$ cat config.mk
export PLATFORM = sky130hd
export DESIGN_NAME = booth_mult_ctrl
export DESIGN_NICKNAME = d
export VERILOG_FILES = /design/src/rtl/booth_mult_ctrl_pkg.sv /design/src/rtl/booth_mult_ctrl_acc.sv /design/src/rtl/booth_mult_ctrl.sv
export SDC_FILE = /design/constraint.sdc
export NUM_CORES = 1
export LEC_CHECK = 0
export ABC_AREA = 1
export BUFFER_PORTS_ARGS = -buffer_cell sky130_fd_sc_hd__buf_2
export CORE_MARGIN = 5
export CORE_UTILIZATION = 35
export CTS_CLUSTER_SIZE = 40
export DETAILED_ROUTE_END_ITERATION = 10
export GPL_TIMING_DRIVEN = 0
export SLEW_MARGIN = 20
export SYNTH_ARGS = -nofsm -noshare
export SYNTH_HDL_FRONTEND = slang
export SYNTH_SLANG_ARGS = --single-unit
$ cat constraint.sdc
create_clock -name clock -period 3.8 [get_ports clock]
set_input_delay 0.57 -clock clock [delete_from_list [all_inputs] [get_ports clock]]
set_output_delay 0.57 -clock clock [all_outputs]
set_load 0.01 [all_outputs]
$ cat src/rtl/booth_mult_ctrl_pkg.sv
// Shared multdiv constants: FSM state encodings, operand/product widths and group indices.
// Also holds the early-termination predicate used when MULT_EARLY_TERM_EN is defined.
package booth_mult_ctrl_pkg;

  localparam int unsigned OpaW    = 16;
  localparam int unsigned OpbW    = 16;
  localparam int unsigned ProdW   = 32;
  localparam int unsigned NGroups = OpbW / 2;
  localparam int unsigned CntW    = 3;

  localparam logic [CntW-1:0] LastGroup = 3'd7;

  typedef enum logic [1:0] {
    StIdle = 2'd0,
    StRun  = 2'd1,
    StDone = 2'd2
  } state_e;

  // True when multiplier bits [15:2*grp+1] are all equal, i.e. every Booth group above grp
  // decodes to a zero digit. The arithmetic shift fills with the sign bit, so comparing the
  // whole shifted value against all-0/all-1 is the same as checking just those bits.
  function automatic logic upper_uniform(input logic [OpbW-1:0] mul, input logic [CntW-1:0] grp);
    logic signed [OpbW-1:0] s;
    s = mul;
    s = s >>> (int'(grp) * 2 + 1);
    return (s == '0) || (s == '1);
  endfunction

endpackage

$ cat src/rtl/booth_mult_ctrl_acc.sv
// Product accumulator: 32-bit register with synchronous clear, load enable and an adder that
// folds in the Booth negation carry. sum_o exposes the next accumulated value so the caller
// can capture the final product on the same edge the last group is added.
module booth_mult_ctrl_acc
  import booth_mult_ctrl_pkg::*;
(
  input  logic             clk_i,
  input  logic             rst_i,
  input  logic             clr_i,
  input  logic             en_i,
  input  logic [ProdW-1:0] addend_i,
  input  logic             cin_i,
  output logic [ProdW-1:0] sum_o
);

  logic [ProdW-1:0] acc_q;
  logic [ProdW-1:0] acc_d;

  // Modulo-2^32 sum of accumulator, partial product and carry-in.
  always_comb begin
    sum_o = acc_q + addend_i + {{(ProdW-1){1'b0}}, cin_i};
    acc_d = acc_q;
    if (clr_i) begin
      acc_d = '0;
    end else if (en_i) begin
      acc_d = sum_o;
    end
  end

  // Accumulator state; clear wins over enable.
  always_ff @(posedge clk_i or posedge rst_i) begin
    if (rst_i) begin
      acc_q <= '0;
    end else begin
      acc_q <= acc_d;
    end
  end

endmodule

$ cat src/rtl/booth_mult_ctrl.sv
// Sequential control/accumulate stage behind the radix-4 Booth partial-product stage.
// Latches a signed 16x16 operand pair, walks group index 0..7 and sums the returned partial
// products into a 32-bit signed product, pulsing data_resultRDY for one cycle when done.
// Optional: define MULT_EARLY_TERM_EN to finish as soon as all remaining groups are zero.
module booth_mult_ctrl
  import booth_mult_ctrl_pkg::*;
(
  input  logic             clock,
  input  logic             reset,
  input  logic             ctrl_MULT,
  input  logic [OpaW-1:0]  data_operandA,
  input  logic [OpbW-1:0]  data_operandB,
  output logic [ProdW-1:0] booth_multiplicand,
  output logic [OpbW-1:0]  booth_multiplier,
  output logic [CntW-1:0]  booth_counter,
  input  logic [ProdW-1:0] booth_output,
  input  logic             booth_carry,
  output logic [ProdW-1:0] data_result,
  output logic             data_resultRDY,
  output logic             data_inputRDY
);

  state_e           state_q;
  logic [CntW-1:0]  cnt_q;
  logic [ProdW-1:0] opa_q;
  logic [OpbW-1:0]  opb_q;
  logic [ProdW-1:0] result_q;
  logic             result_rdy_q;
  logic             input_rdy_q;

  logic             start;
  logic             acc_en;
  logic             last_grp;
  logic [ProdW-1:0] acc_sum;

  // Start is only honoured while idle or presenting a result; RUN ignores ctrl_MULT.
  always_comb begin
    start  = ctrl_MULT && ((state_q == StIdle) || (state_q == StDone));
    acc_en = (state_q == StRun);
`ifdef MULT_EARLY_TERM_EN
    last_grp = (cnt_q == LastGroup) || upper_uniform(opb_q, cnt_q);
`else
    last_grp = (cnt_q == LastGroup);
`endif
  end

  booth_mult_ctrl_acc u_acc (
    .clk_i    (clock),
    .rst_i    (reset),
    .clr_i    (start),
    .en_i     (acc_en),
    .addend_i (booth_output),
    .cin_i    (booth_carry),
    .sum_o    (acc_sum)
  );

  // Control FSM, group counter, operand latches and registered handshake outputs.
  always_ff @(posedge clock or posedge reset) begin
    if (reset) begin
      state_q      <= StIdle;
      cnt_q        <= '0;
      opa_q        <= '0;
      opb_q        <= '0;
      result_q     <= '0;
      result_rdy_q <= 1'b0;
      input_rdy_q  <= 1'b1;
    end else begin
      unique case (state_q)
        StIdle, StDone: begin
          result_rdy_q <= 1'b0;
          if (ctrl_MULT) begin
            opa_q       <= {{(ProdW-OpaW){data_operandA[OpaW-1]}}, data_operandA};
            opb_q       <= data_operandB;
            cnt_q       <= '0;
            input_rdy_q <= 1'b0;
            state_q     <= StRun;
          end else begin
            input_rdy_q <= 1'b1;
            state_q     <= StIdle;
          end
        end
        StRun: begin
          if (last_grp) begin
            result_q     <= acc_sum;
            result_rdy_q <= 1'b1;
            input_rdy_q  <= 1'b1;
            cnt_q        <= '0;
            state_q      <= StDone;
          end else begin
            cnt_q <= cnt_q + 3'd1;
          end
        end
        default: begin
          state_q     <= StIdle;
          cnt_q       <= '0;
          input_rdy_q <= 1'b1;
        end
      endcase
    end
  end

  assign booth_multiplicand = opa_q;
  assign booth_multiplier   = opb_q;
  assign booth_counter      = cnt_q;
  assign data_result        = result_q;
  assign data_resultRDY     = result_rdy_q;
  assign data_inputRDY      = input_rdy_q;

endmodule

Word-level counts from Yosys, hierarchy flattened. Cells that the tools add are included.

Register bits: 103. Bits in latches: 0. Memory bits (writable): 0. Bits in read-only memories: 0. Output and inout port bits: 85. Logic and storage cells: 37. Memories: 0.

Add/subtract/negate cells: 3. $mul: 0. Div/mod/pow operators: 0. Magnitude comparators: 0. Equality and inequality tests: 5. Shifts and indexed selects: 0. Muxes and demuxes: 12. Bitwise logic cells: 0. Reduce and logical (&&, ||, !) cells: 9.

Operators with widths (number): 32-bit 2-to-1 mux (2); 32-bit by 1-bit adder with 32-bit output (1); 32-bit adder (1); 3-bit 2-to-1 mux (2); 3-bit one-hot mux with 2 select lines (1); 2-bit AND reduction (3); 1-bit one-hot mux with 2 select lines (2); 2-bit one-hot mux with 2 select lines (1); 2-bit nonzero test (2); 3-bit by 1-bit adder with 3-bit output (second input constant) (1); 3-bit == test (second input constant) (1); 1-bit 2-to-1 mux (3); 2-bit by 1-bit == test with 1-bit output (second input constant) (1); 2-bit == test (second input constant) (1); 2-bit zero test (1); 2-bit 2-to-1 mux (1); 2-bit by 1-bit inequality test with 1-bit output (second input constant) (1); 2-bit inequality test (second input constant) (1); 2-bit OR reduction (1); 1-bit logical AND (1); 1-bit logical OR (1).

Depth between registers and ports, before layout.
Word-level depth: 4. Mapped depth: 12. Gate-level depth less buffers: 12.

Modules after synthesis. Synthesis repeated with hierarchy kept, for this count alone.

Cells, all modules: 963. Area total of the unflattened synthesis: 6665.1 um2.

By module, submodules not included: booth_mult_ctrl_acc (times used 1, cells an instance 635, area an instance 3716.1 um2); booth_mult_ctrl (times used 1, cells an instance 328, area an instance 2949.1 um2).

Worst setup path before layout. OpenSTA, ideal clock, no wires.

Path type: input-to-reg. Start: in booth_output[0]. End: reg u_acc.acc_q[28]. Setup time: 0.118 ns. Arrival time: 2.131 ns. Required time: 3.682 ns. Path slack: 1.551 ns. Cell stages on the path: 10. Cells stage by stage: fa_1 fa_1 nand3_1 nand3_1 nand3_1 nand3_1 nand2_1 nand3_1 nand3_1 nand2_1.

Longest elaborated chain between the ends: 4.

Ends and longest elaborated chain: from (decl) (line booth_mult_ctrl.sv:16) `input logic [ProdW-1:0] booth_output,`; 32-bit adder (line booth_mult_ctrl_acc.sv:21) `sum_o = acc_q + addend_i + {{(ProdW-1){1'b0}}, cin_i};`; 32-bit by 1-bit adder with 32-bit output (line booth_mult_ctrl_acc.sv:21); 32-bit 2-to-1 mux (line booth_mult_ctrl_acc.sv:25) `end else if (en_i) begin`; 32-bit 2-to-1 mux (line booth_mult_ctrl_acc.sv:23) `if (clr_i) begin`; to (signal assigned) (line booth_mult_ctrl_acc.sv:33) `acc_q <= '0;`; to (signal assigned) (line booth_mult_ctrl_acc.sv:35) `acc_q <= acc_d;`; to (decl) (line booth_mult_ctrl_acc.sv:16) `logic [ProdW-1:0] acc_q;`.

Every way passes these cells. The select of a mux whose other input is x is not followed. A chain may end at the register's enable or synchronous reset.

Worst setup path after layout.
Start: reg u_acc.acc_q[0]. End: reg u_acc.acc_q[28].

Longest elaborated chain between the ends: 4.

Ends and longest elaborated chain (line): 32-bit adder (booth_mult_ctrl_acc.sv:21); 32-bit by 1-bit adder with 32-bit output (booth_mult_ctrl_acc.sv:21); 32-bit 2-to-1 mux (booth_mult_ctrl_acc.sv:25); 32-bit 2-to-1 mux (booth_mult_ctrl_acc.sv:23).

Every way passes these cells. The select of a mux whose other input is x is not followed.

==> impl_metrics.ini <==
[run_status]
status = finished clean

[synthesis]
synth-seq-area-share_pct = 40.97
synth-seq-cells = 103
yosysUniqueCellTypes = 31
netlist_area_um2 = 6294
syn_avg_cell_area_um2 = 6.893
netlist_instances = 913
ys_warn_count = 0
synth_nets = 1015

[die]
row_count = 49
core_um2 = 17840
die_area_um2 = 20760
start_util_pct = 35.28
io_pins = 153
die_h_um = 144.1
die_w_um = 144.1

[global_route]
antenna_found_initial = 0
grt-ovfl-total = 0
grt_start_max_net_pins = 77
grt_pass1_wl_um = 28520
grt.total_usage_pct = 17.49
grt_pass1_vias = 5657

[cells_and_area]
drive_gt1_share_pct = 18.85
syn_to_final_growth_pct = 22.35
antenna_cells = 0
layout.nets = 1179
fillCellCount = 1885

[pwr]
leakagePower_nw = 4.632
total_power_mw = 6.949
powerDensity_nw_per_um2 = 902.5
peakVddDrop_mv = 0.3960

[critical_path]
end_kind = flop
worst-path-max-fanout = 3
r2r-start = u_acc.acc_q[0]
reg2reg_setup_slack_ns = 1.38
required_ns = 4.05
crit_path_start = u_acc.acc_q[0]
worst_r2r_path_depth = 10
startpoint_type = flop
r2r_end = u_acc.acc_q[28]
critPathKind = flop to flop
cp.arrival_ns = 2.67

[cts]
postCtsResizedCells = 0
cts_max_level = 3
ctsRootBufferMaster = clkbuf_16
postCtsSetupBuffers = 0
clock_latency_ns = 0.36
cts_buffers = 9
path_clk_slew_ns = 0.08
cts_buffer_depth = 2
cts_tree = built
cts_sinks = 103
cts_hold_buffers = 0

[min_path]
hp-class = primary input to async pin

[placement]
routabilityCongestion = 0.9753
portBuffers = 152
dp_hpwl_um = 13990

[timing]
grt_setup_unrepaired = no
period_share_pct = 63.76
tns_ns = 0
period_minus_slack_ns = 2.423
fmax_mhz = 412.7
finalHoldViolations = 0
slew_headroom_pct = 50.74
finClkSkew_ns = 0.01086
drv_slew = 0
setup_viol = 0
worstMarginPinSlew_ns = 0.7389

[route]
drtIter0Drc = 316
wl_um = 17550
ant_nets = 0
num_vias = 5836
drt_pass1_iterations = 5
wl_per_cell_um = 13.39
drcViolationCount = 0
avgViaCountPerCell = 4.452

[run]
drv_cap = 0
## area by class of cell
cell class | count | area (um^2) | share of cell area, %
multi-input cells | 648 | 3015 | 39.16
flip-flops and latches | 103 | 2579 | 33.49
repair buffers | 153 | 788.3 | 10.24
inverters | 127 | 481.7 | 6.256
well taps | 229 | 286.5 | 3.721
clock buffers | 9 | 225.2 | 2.925
plain buffers | 35 | 222.7 | 2.892
clock inverters | 7 | 101.3 | 1.316
## worst max-delay path by stage
stage | end | depth (start not counted)
floorplan | booth_counter[0] | 1
global placement | u_acc.acc_q[1] | 2
detailed placement | u_acc.acc_q[28] | 11
CTS | u_acc.acc_q[28] | 10
global route | u_acc.acc_q[28] | 11
finish | u_acc.acc_q[28] | 10
## sequential cells by signal, indices dropped and copies added, names as in the netlist
signal              cells
data_resultRDY          1
data_inputRDY           1
u_acc.acc_q            32
data_result            32
booth_multiplier       16
booth_counter           3
booth_multiplicand     16
state_q                 2
## critical path: stages (launching register included)
cell and delay [ns]:
dfrtp_1 0.40, fa_1 0.41, fa_1 0.44, nand3_1 0.11, nand3_1 0.16, nand3_1 0.12, nand3_1 0.18, nand2_1 0.18
nand3_1 0.11, nand3_1 0.12, nand2_1 0.06
## Yosys cell counts, drive strengths merged
library cell	instances	area, um^2
o21ai	29	145.1
nand3b	4	30.03
or2	2	12.52
a21o	1	7.510
dfrtp	102	2552
nor3	3	15.01
o21bai	2	15.01
nor2	43	176.4
xnor2	12	105.1
fa	2	40.04
a22o	2	17.52
clkinv	1	3.750
ha	32	400.4
nand3	58	290.3
dfstp	1	26.28
a21oi	21	105.1
clkbuf	10	37.54
nand4	1	6.260
inv	126	473.0
buf	25	185.2
xor2	2	17.52
nand2	434	1632
## layer usage
metal	part of all wire [%]	track usage, %	vias up	routed length [um]
met3	7.0	4.563	19	1225
met2	43	26.75	153	7462
li1	-	-	3099	-
met5	0	0	-	0
met1	49	24.17	2565	8545
met4	1.8	5.798	0	319
## placed cells by master (no fill, tap or decap), types with 9 or more instances in the layout
cell,instances
a21oi_1,21
clkbuf_1,10
nand2_1,433
nor2_1,39
clkbuf_16,9
buf_2,153
o21ai_1,11
nand3_1,58
ha_1,32
o21ai_0,18
buf_4,20
dfrtp_1,102
inv_1,121
xnor2_1,12
## power breakdown
| group | switching [mW] | total [mW] | leakage (nW) | internal [mW] |
|---|---|---|---|---|
| sequential | 0.306 | 1.96 | 1.27 | 1.65 |
| clock | 0.477 | 1.01 | 0.159 | 0.532 |
| combinational | 2.50 | 3.98 | 3.20 | 1.48 |
## stage by stage
stage                     cell area, um^2  util (%)  instances  worst slack (ns)  hold WS, ns
final                                7700     43.16       1311             1.377       0.1676
after global routing                 7700     43.16       1311             1.233       0.1837
after CTS                            7700     43.16       1311             1.406       0.1664
after detailed placement             7373     41.33       1295             1.052       0.4536
after global placement               7341     41.15       1294           -0.8707       0.4500
after floorplan                      6294         -        913            0.5278       0.4530
## logic make-up after synthesis
logic type | Yosys count | share of synthesized area (%)
XOR/XNOR | 14 | 1.948
AO/OA/AOI/OAI | 55 | 4.612
AND/OR/NAND/NOR | 545 | 34.35
adder cells (fa/ha/maj) | 34 | 6.998
flip-flops | 103 | 40.97
buffers and inverters | 162 | 11.11
No activity file was read; power rests on OpenSTA's default activity.
